<file path="config.mk">
export PLATFORM = sky130hd
export DESIGN_NAME = fwd_scoreboard
export DESIGN_NICKNAME = d
export VERILOG_FILES = /design/src/rtl/fwd_pkg.sv /design/src/rtl/fwd_select.sv /design/src/rtl/fwd_scoreboard.sv
export SDC_FILE = /design/constraint.sdc
export NUM_CORES = 1
export LEC_CHECK = 0
export CAP_MARGIN = 15
export CORE_MARGIN = 4
export CORE_UTILIZATION = 48
export CTS_BUF_LIST = sky130_fd_sc_hd__clkbuf_16
export DETAILED_ROUTE_END_ITERATION = 16
export GPL_TIMING_DRIVEN = 1
export PLACE_DENSITY_LB_ADDON = 0.25
export SLEW_MARGIN = 20
export SYNTH_ARGS = -nofsm -noshare
export SYNTH_HDL_FRONTEND = slang
export SYNTH_SLANG_ARGS = --single-unit
</file>
<file path="constraint.sdc">
create_clock -name clk -period 3.4 [get_ports clk]
set_input_delay 0.68 -clock clk [delete_from_list [all_inputs] [get_ports clk]]
set_output_delay 0.68 -clock clk [all_outputs]
set_load 0.05 [all_outputs]
</file>
<file path="src/rtl/fwd_pkg.sv">
// rtl/fwd_pkg.sv - shared writer descriptor type and register constants for fwd_scoreboard
package fwd_pkg;

   // Descriptor field widths; the scoreboard's DW/AW parameters default to these.
   localparam int FWD_DW = 32;
   localparam int FWD_AW = 5;

   localparam int REG_ZERO = 0;
   localparam int REG_LINK = 31;

   typedef struct packed {
      logic              valid;
      logic              we;
      logic [FWD_AW-1:0] dst;
      logic              is_load;
      logic              is_jal;
      logic [FWD_DW-1:0] link;
   } fwd_desc_t;

endpackage

</file>
<file path="src/rtl/fwd_select.sv">
// rtl/fwd_select.sv - one source channel's youngest-writer search across the tracked stages
module fwd_select
   import fwd_pkg::*;
#(
   parameter int DW       = FWD_DW,
   parameter int AW       = FWD_AW,
   parameter int DEPTH    = 3,
   parameter int LOAD_LAT = 1
) (
   input  fwd_desc_t [DEPTH-1:0] desc_i,
   input  logic [DEPTH*DW-1:0]   stg_data_i,
   input  logic [AW-1:0]         src_addr_i,
   input  logic [DW-1:0]         rf_data_i,
   output logic [DW-1:0]         fwd_data_o,
   output logic                  hit_o,
   output logic                  hazard_o
);

   // Scan oldest to youngest so the lowest-index match overwrites older ones.
   always_comb begin
      fwd_data_o = rf_data_i;
      hit_o      = 1'b0;
      hazard_o   = 1'b0;
      for (int i = DEPTH - 1; i >= 0; i--) begin
         if (desc_i[i].valid && desc_i[i].we && (desc_i[i].dst == src_addr_i) &&
             (src_addr_i != AW'(REG_ZERO))) begin
            hit_o      = 1'b1;
            hazard_o   = desc_i[i].is_load && (i < LOAD_LAT);
            fwd_data_o = desc_i[i].is_jal ? desc_i[i].link : stg_data_i[i*DW +: DW];
         end
      end
   end

endmodule

</file>
<file path="src/rtl/fwd_scoreboard.sv">
// rtl/fwd_scoreboard.sv - ID/EX forwarding and load-use hazard block; FWD_SCOREBOARD_STATS_EN adds stall/forward counters
module fwd_scoreboard
   import fwd_pkg::*;
#(
   parameter int DW       = FWD_DW,
   parameter int AW       = FWD_AW,
   parameter int NSRC     = 2,
   parameter int DEPTH    = 3,
   parameter int LOAD_LAT = 1
) (
   input  logic                 clk,
   input  logic                 rst,
   input  logic                 id_valid,
   input  logic [NSRC*AW-1:0]   id_src_addr,
   input  logic [NSRC*DW-1:0]   id_src_data,
   input  logic                 id_we,
   input  logic [AW-1:0]        id_dst,
   input  logic                 id_is_load,
   input  logic                 id_is_jal,
   input  logic [DW-1:0]        id_link,
   input  logic                 flush,
   input  logic [DEPTH*DW-1:0]  stg_data,
   output logic                 stall,
   output logic                 ex_valid,
   output logic [NSRC*DW-1:0]   ex_opnd,
`ifdef FWD_SCOREBOARD_STATS_EN
   output logic [31:0]          stat_stall,
   output logic [31:0]          stat_fwd,
`endif
   output logic                 wb_we,
   output logic [AW-1:0]        wb_addr,
   output logic [DW-1:0]        wb_data
);

   fwd_desc_t [DEPTH-1:0] desc_q, desc_d;
   fwd_desc_t             id_desc;
   logic                  ex_valid_q;
   logic [NSRC*DW-1:0]    ex_opnd_q, ex_opnd_d;
   logic [NSRC*DW-1:0]    fwd_data;
   logic [NSRC-1:0]       hit, hazard;
   logic                  issue;

   for (genvar k = 0; k < NSRC; k++) begin : g_ch
      fwd_select #(
         .DW       (DW),
         .AW       (AW),
         .DEPTH    (DEPTH),
         .LOAD_LAT (LOAD_LAT)
      ) u_sel (
         .desc_i     (desc_q),
         .stg_data_i (stg_data),
         .src_addr_i (id_src_addr[k*AW +: AW]),
         .rf_data_i  (id_src_data[k*DW +: DW]),
         .fwd_data_o (fwd_data[k*DW +: DW]),
         .hit_o      (hit[k]),
         .hazard_o   (hazard[k])
      );
   end

   // Flush overrides a pending load-use stall; the stall clears as the load ages.
   assign stall = id_valid & ~flush & (|(hit & hazard));
   assign issue = id_valid & ~stall & ~flush;

   always_comb begin
      id_desc         = '0;
      id_desc.valid   = 1'b1;
      id_desc.we      = id_we;
      id_desc.dst     = id_dst;
      id_desc.is_load = id_is_load;
      id_desc.is_jal  = id_is_jal;
      id_desc.link    = id_link;
      desc_d[0] = issue ? id_desc : '0;
      for (int i = 1; i < DEPTH; i++) begin
         desc_d[i] = desc_q[i-1];
      end
      ex_opnd_d = issue ? fwd_data : ex_opnd_q;
   end

   always_ff @(posedge clk) begin
      if (rst) begin
         desc_q     <= '0;
         ex_valid_q <= 1'b0;
         ex_opnd_q  <= '0;
      end else begin
         desc_q     <= desc_d;
         ex_valid_q <= issue;
         ex_opnd_q  <= ex_opnd_d;
      end
   end

   assign ex_valid = ex_valid_q;
   assign ex_opnd  = ex_opnd_q;

   assign wb_we   = desc_q[DEPTH-1].valid & desc_q[DEPTH-1].we & (desc_q[DEPTH-1].dst != AW'(REG_ZERO));
   assign wb_addr = desc_q[DEPTH-1].dst;
   assign wb_data = desc_q[DEPTH-1].is_jal ? desc_q[DEPTH-1].link : stg_data[(DEPTH-1)*DW +: DW];

`ifdef FWD_SCOREBOARD_STATS_EN
   logic [31:0] stat_stall_q, stat_fwd_q;
   logic [32:0] fwd_sum;

   always_comb begin
      fwd_sum = {1'b0, stat_fwd_q};
      if (issue) begin
         for (int k = 0; k < NSRC; k++) begin
            fwd_sum = fwd_sum + 33'(hit[k]);
         end
      end
   end

   always_ff @(posedge clk) begin
      if (rst) begin
         stat_stall_q <= '0;
         stat_fwd_q   <= '0;
      end else begin
         if (stall && (stat_stall_q != '1)) begin
            stat_stall_q <= stat_stall_q + 32'd1;
         end
         stat_fwd_q <= fwd_sum[32] ? '1 : fwd_sum[31:0];
      end
   end

   assign stat_stall = stat_stall_q;
   assign stat_fwd   = stat_fwd_q;
`endif

endmodule

</file>
==> summary.txt, run 1 <==
Status
  • Outcome: finished, final reports clean

Synth
  • EDFF count, synth: 0
  • Seq/Total Area, Yosys: 44.0%
  • Syn avg cell area: 11.3 um2
  • Cells after synthesis: 746
  • Largest cells by area after synthesis: dfxtp_1 (44%), mux2_2 (18%), nor2b_1 (6.0%), o2bb2ai_1 (5.9%), a222oi_1 (5.6%)
  • Prevailing post-synth register cell: dfxtp_1
  • #FFs+latches synth: 185
  • Syn_nets: 960
  • Yosys warns: 0
  • Post-Synthesis Cell Area: 8410 um2
  • Post-synth ARST share: 0%
  • Post-synth top area cell: dfxtp_1
  • Top cell type's share of synthesized area: 44.0%
  • Unique masters post-synth: 43

Floorplanning
  • # IOs: 318
  • Initial core utilization: 48.8%
  • Row cnt: 48
  • Die area: 19700 um2
  • Die Ht: 140 um
  • Core box area: 17200 um2
  • Die W: 140 um

Drt
  • Vias per inst: 5.71
  • Initial DRC count: 658
  • WL met3: 2880 um
  • Antenna viol nets, final: 0
  • Met1 Wirelength: 11300 um
  • Vias: 7308
  • Drt drc: 0
  • Drt first pass iters: 7
  • Highest routed layer: met5
  • Metal2 WL: 14100 um
  • Post-Route WL: 29000 um
  • Routed len/inst: 22.6 um

Global route
  • Global Route Usage Sum: 28.6%
  • Initial antenna violation count: 2
  • Largest net degree at the start of global routing: 58
  • Vias in the first global route: 7587
  • First-pass GRT wire length: 43400 um
  • Total grt overflow: 0

Setup path
  • Crit start category: input pin
  • FF-to-FF End: ex_opnd[18]$_SDFFE_PP0P_
  • CP arrival: 2.53 ns
  • Worst stage delay on the critical path: 0.63 ns
  • CP Capture Type: output pin
  • Reg2reg setup slack: 0.92 ns
  • CP Class: input pin to output pin
  • Critical Path Fanout Max: 6
  • Critical Path RT: 2.72 ns
  • FF-to-FF Start: desc_d[116]$_SDFF_PP0_
  • Crit path to: stall
  • Crit path launch: id_src_addr[6]
  • R2R cell count: 7
  • Cell Chain, Critical Path: clkdlybuf4s50_1, or4_4, nor2_8, nor4_4, o21ai_2, nor2_1, buf_12
  • CP max stage cell: or4_4

STA
  • TNS Setup: 0 ns
  • Rel. slew slack: 31.2%
  • Final period util: 94.3%
  • Min cycle time layout: 3.21 ns
  • Final setup skew: 0.0104 ns
  • Final hold vios: 0
  • Worst-margin pin slew: 1.03 ns
  • Fin Hold WS: 0.460 ns
  • Max-slew violations: 0
  • Fmax: 312 MHz
  • Unrepaired setup endpoints after global routing: false
  • Final setup viols: 0

Power
  • Power Density: 415 nW/um2
  • Maximum VDD drop: 0.368 mV
  • Leak Pwr: 4.44 nW

Placement
  • GPL Wtd Cong: 0.878
  • Port Buffer Count: 317
  • Detail Placement HPWL: 20800 um

Final layout
  • Layout Nets: 1255
  • Commonest non-fill, non-tap cell in the layout: clkdlybuf4s50_1
  • Most frequent cells in the layout: clkdlybuf4s50_1 (315), dfxtp_1 (182), mux2_2 (136)
  • Area Overhead vs Synth: 47.3%
  • Share of cells above drive strength 1: 20.3%

Job
  • Max-cap viol count: 0

Clock network
  • Clk buf depth: 2
  • # clock sinks: 185
  • CTS tree: built
  • Num CTS Buffers: 17
  • CTS Hold Buffers Added: 0
  • Skew-Pair Late Insertion Delay: 0.43 ns
  • Setup bufs post-CTS: 0
  • Worst-path clk slew: 0.07 ns
  • PostCTS Resize Cnt: 0
  • H-tree depth: 4
  • Root Buffer: clkbuf_16

Worst hold path
  • Worst hold path class: flop to flop
-- through the flow --
step | utilization [%] | std cells | setup WS [ns] | total power [mW] | area (um2)
4_1_cts | 71.9 | 1279 | 0.185 | 5.17 | 12400
3_5_place_dp | 68.5 | 1247 | 0.0329 | 3.23 | 11800
5_1_grt | 71.9 | 1280 | 0.139 | 5.33 | 12400
6_report | 71.9 | 1280 | 0.194 | 5.15 | 12400
3_3_place_gp | 68.5 | 1247 | 0.0968 | 3.22 | 11800
2_1_floorplan | - | 746 | 0.629 | 2.77 | 8410
-- synth_stat cells, types with 2 or more instances --
cell	n
mux2_2	136
a222oi_1	47
nor2_1	2
mux2i_1	14
or4_4	2
nand4_1	6
clkbuf_1	34
o2bb2ai_1	57
or4_1	3
buf_1	4
nor2b_1	81
xnor2_1	25
a221oi_1	10
nor2_2	2
nor3_1	8
a22o_1	7
dfxtp_1	185
nand2_1	11
xor2_1	5
nor4_4	2
and2_1	42
buf_2	17
nand2b_1	2
buf_6	6
buf_4	6
mux2_1	9
o221ai_1	7
-- power breakdown --
group / total, mW / switching [mW] / internal, mW
combinational: 0.906 / 0.437 / 0.468
sequential: 2.28 / 0.0489 / 2.23
clock: 1.96 / 0.924 / 1.04
-- cell families (layout without fill, tap and decap cells) --
logic type      Yosys count  in the layout  share of synthesized area (%)
compound gates          133            133                           14.5
xor+xnor                 30             30                           3.12
buf+inv                  69            377                           4.13
flops                   185            185                           44.0
mux                     159            159                           21.1
other cells               0              1                              0
simple gates            170            170                           13.1
-- sequential cells by signal, indices dropped and copies added (netlist names) --
name and count:
desc_q 35, wb_addr 5, ex_opnd 64, desc_d 81
-- critical path: cells and delay by family --
| family | cells | cell delay, ns |
|---|---|---|
| simple gates | 4 | 0.99 |
| buf+inv | 2 | 0.70 |
| compound gates | 1 | 0.15 |
-- area by class of cell --
class,count,area [um2]
repair buffers,343,3440
inverters,2,7.51
clock inverters,15,155
multi-input cells,492,4380
clock buffers,17,425
fillers,1302,4840
diodes,1,2.50
flip-flops and latches,185,3710
well taps,225,282
-- layer usage --
| metal | vias to the layer above | GRT usage, % |
|---|---|---|
| li1 | 3381 | - |
| met1 | 3454 | 34.6 |
| met2 | 427 | 49.0 |
| met4 | 2 | 9.84 |
| met3 | 44 | 7.65 |
| met5 | - | 0 |
-- worst min path at each step --
stage / start / endpoint / slack, ns / cells past startpoint
floorplan: desc_d[59]$_SDFF_PP0_ / desc_d[100]$_SDFF_PP0_ / 0.43 / 1
global placement: desc_d[106]$_SDFF_PP0_ / desc_q[106]$_SDFF_PP0_ / 0.44 / 1
detailed placement: desc_d[45]$_SDFF_PP0_ / desc_d[86]$_SDFF_PP0_ / 0.44 / 1
CTS: desc_d[46]$_SDFF_PP0_ / desc_d[87]$_SDFF_PP0_ / 0.46 / 1
global route: desc_d[122]$_SDFF_PP0_ / desc_q[122]$_SDFF_PP0_ / 0.47 / 1
finish: desc_d[97]$_SDFF_PP0_ / desc_q[97]$_SDFF_PP0_ / 0.46 / 1
Note: power is estimated with default switching activity, not from simulation.
==> run 2: changes to the inputs <==
- HOLD_SLACK_MARGIN: not set -> 0.08
==> results of run 2 <==
The final DEF is identical to that of run 1; final timing and power are the same.
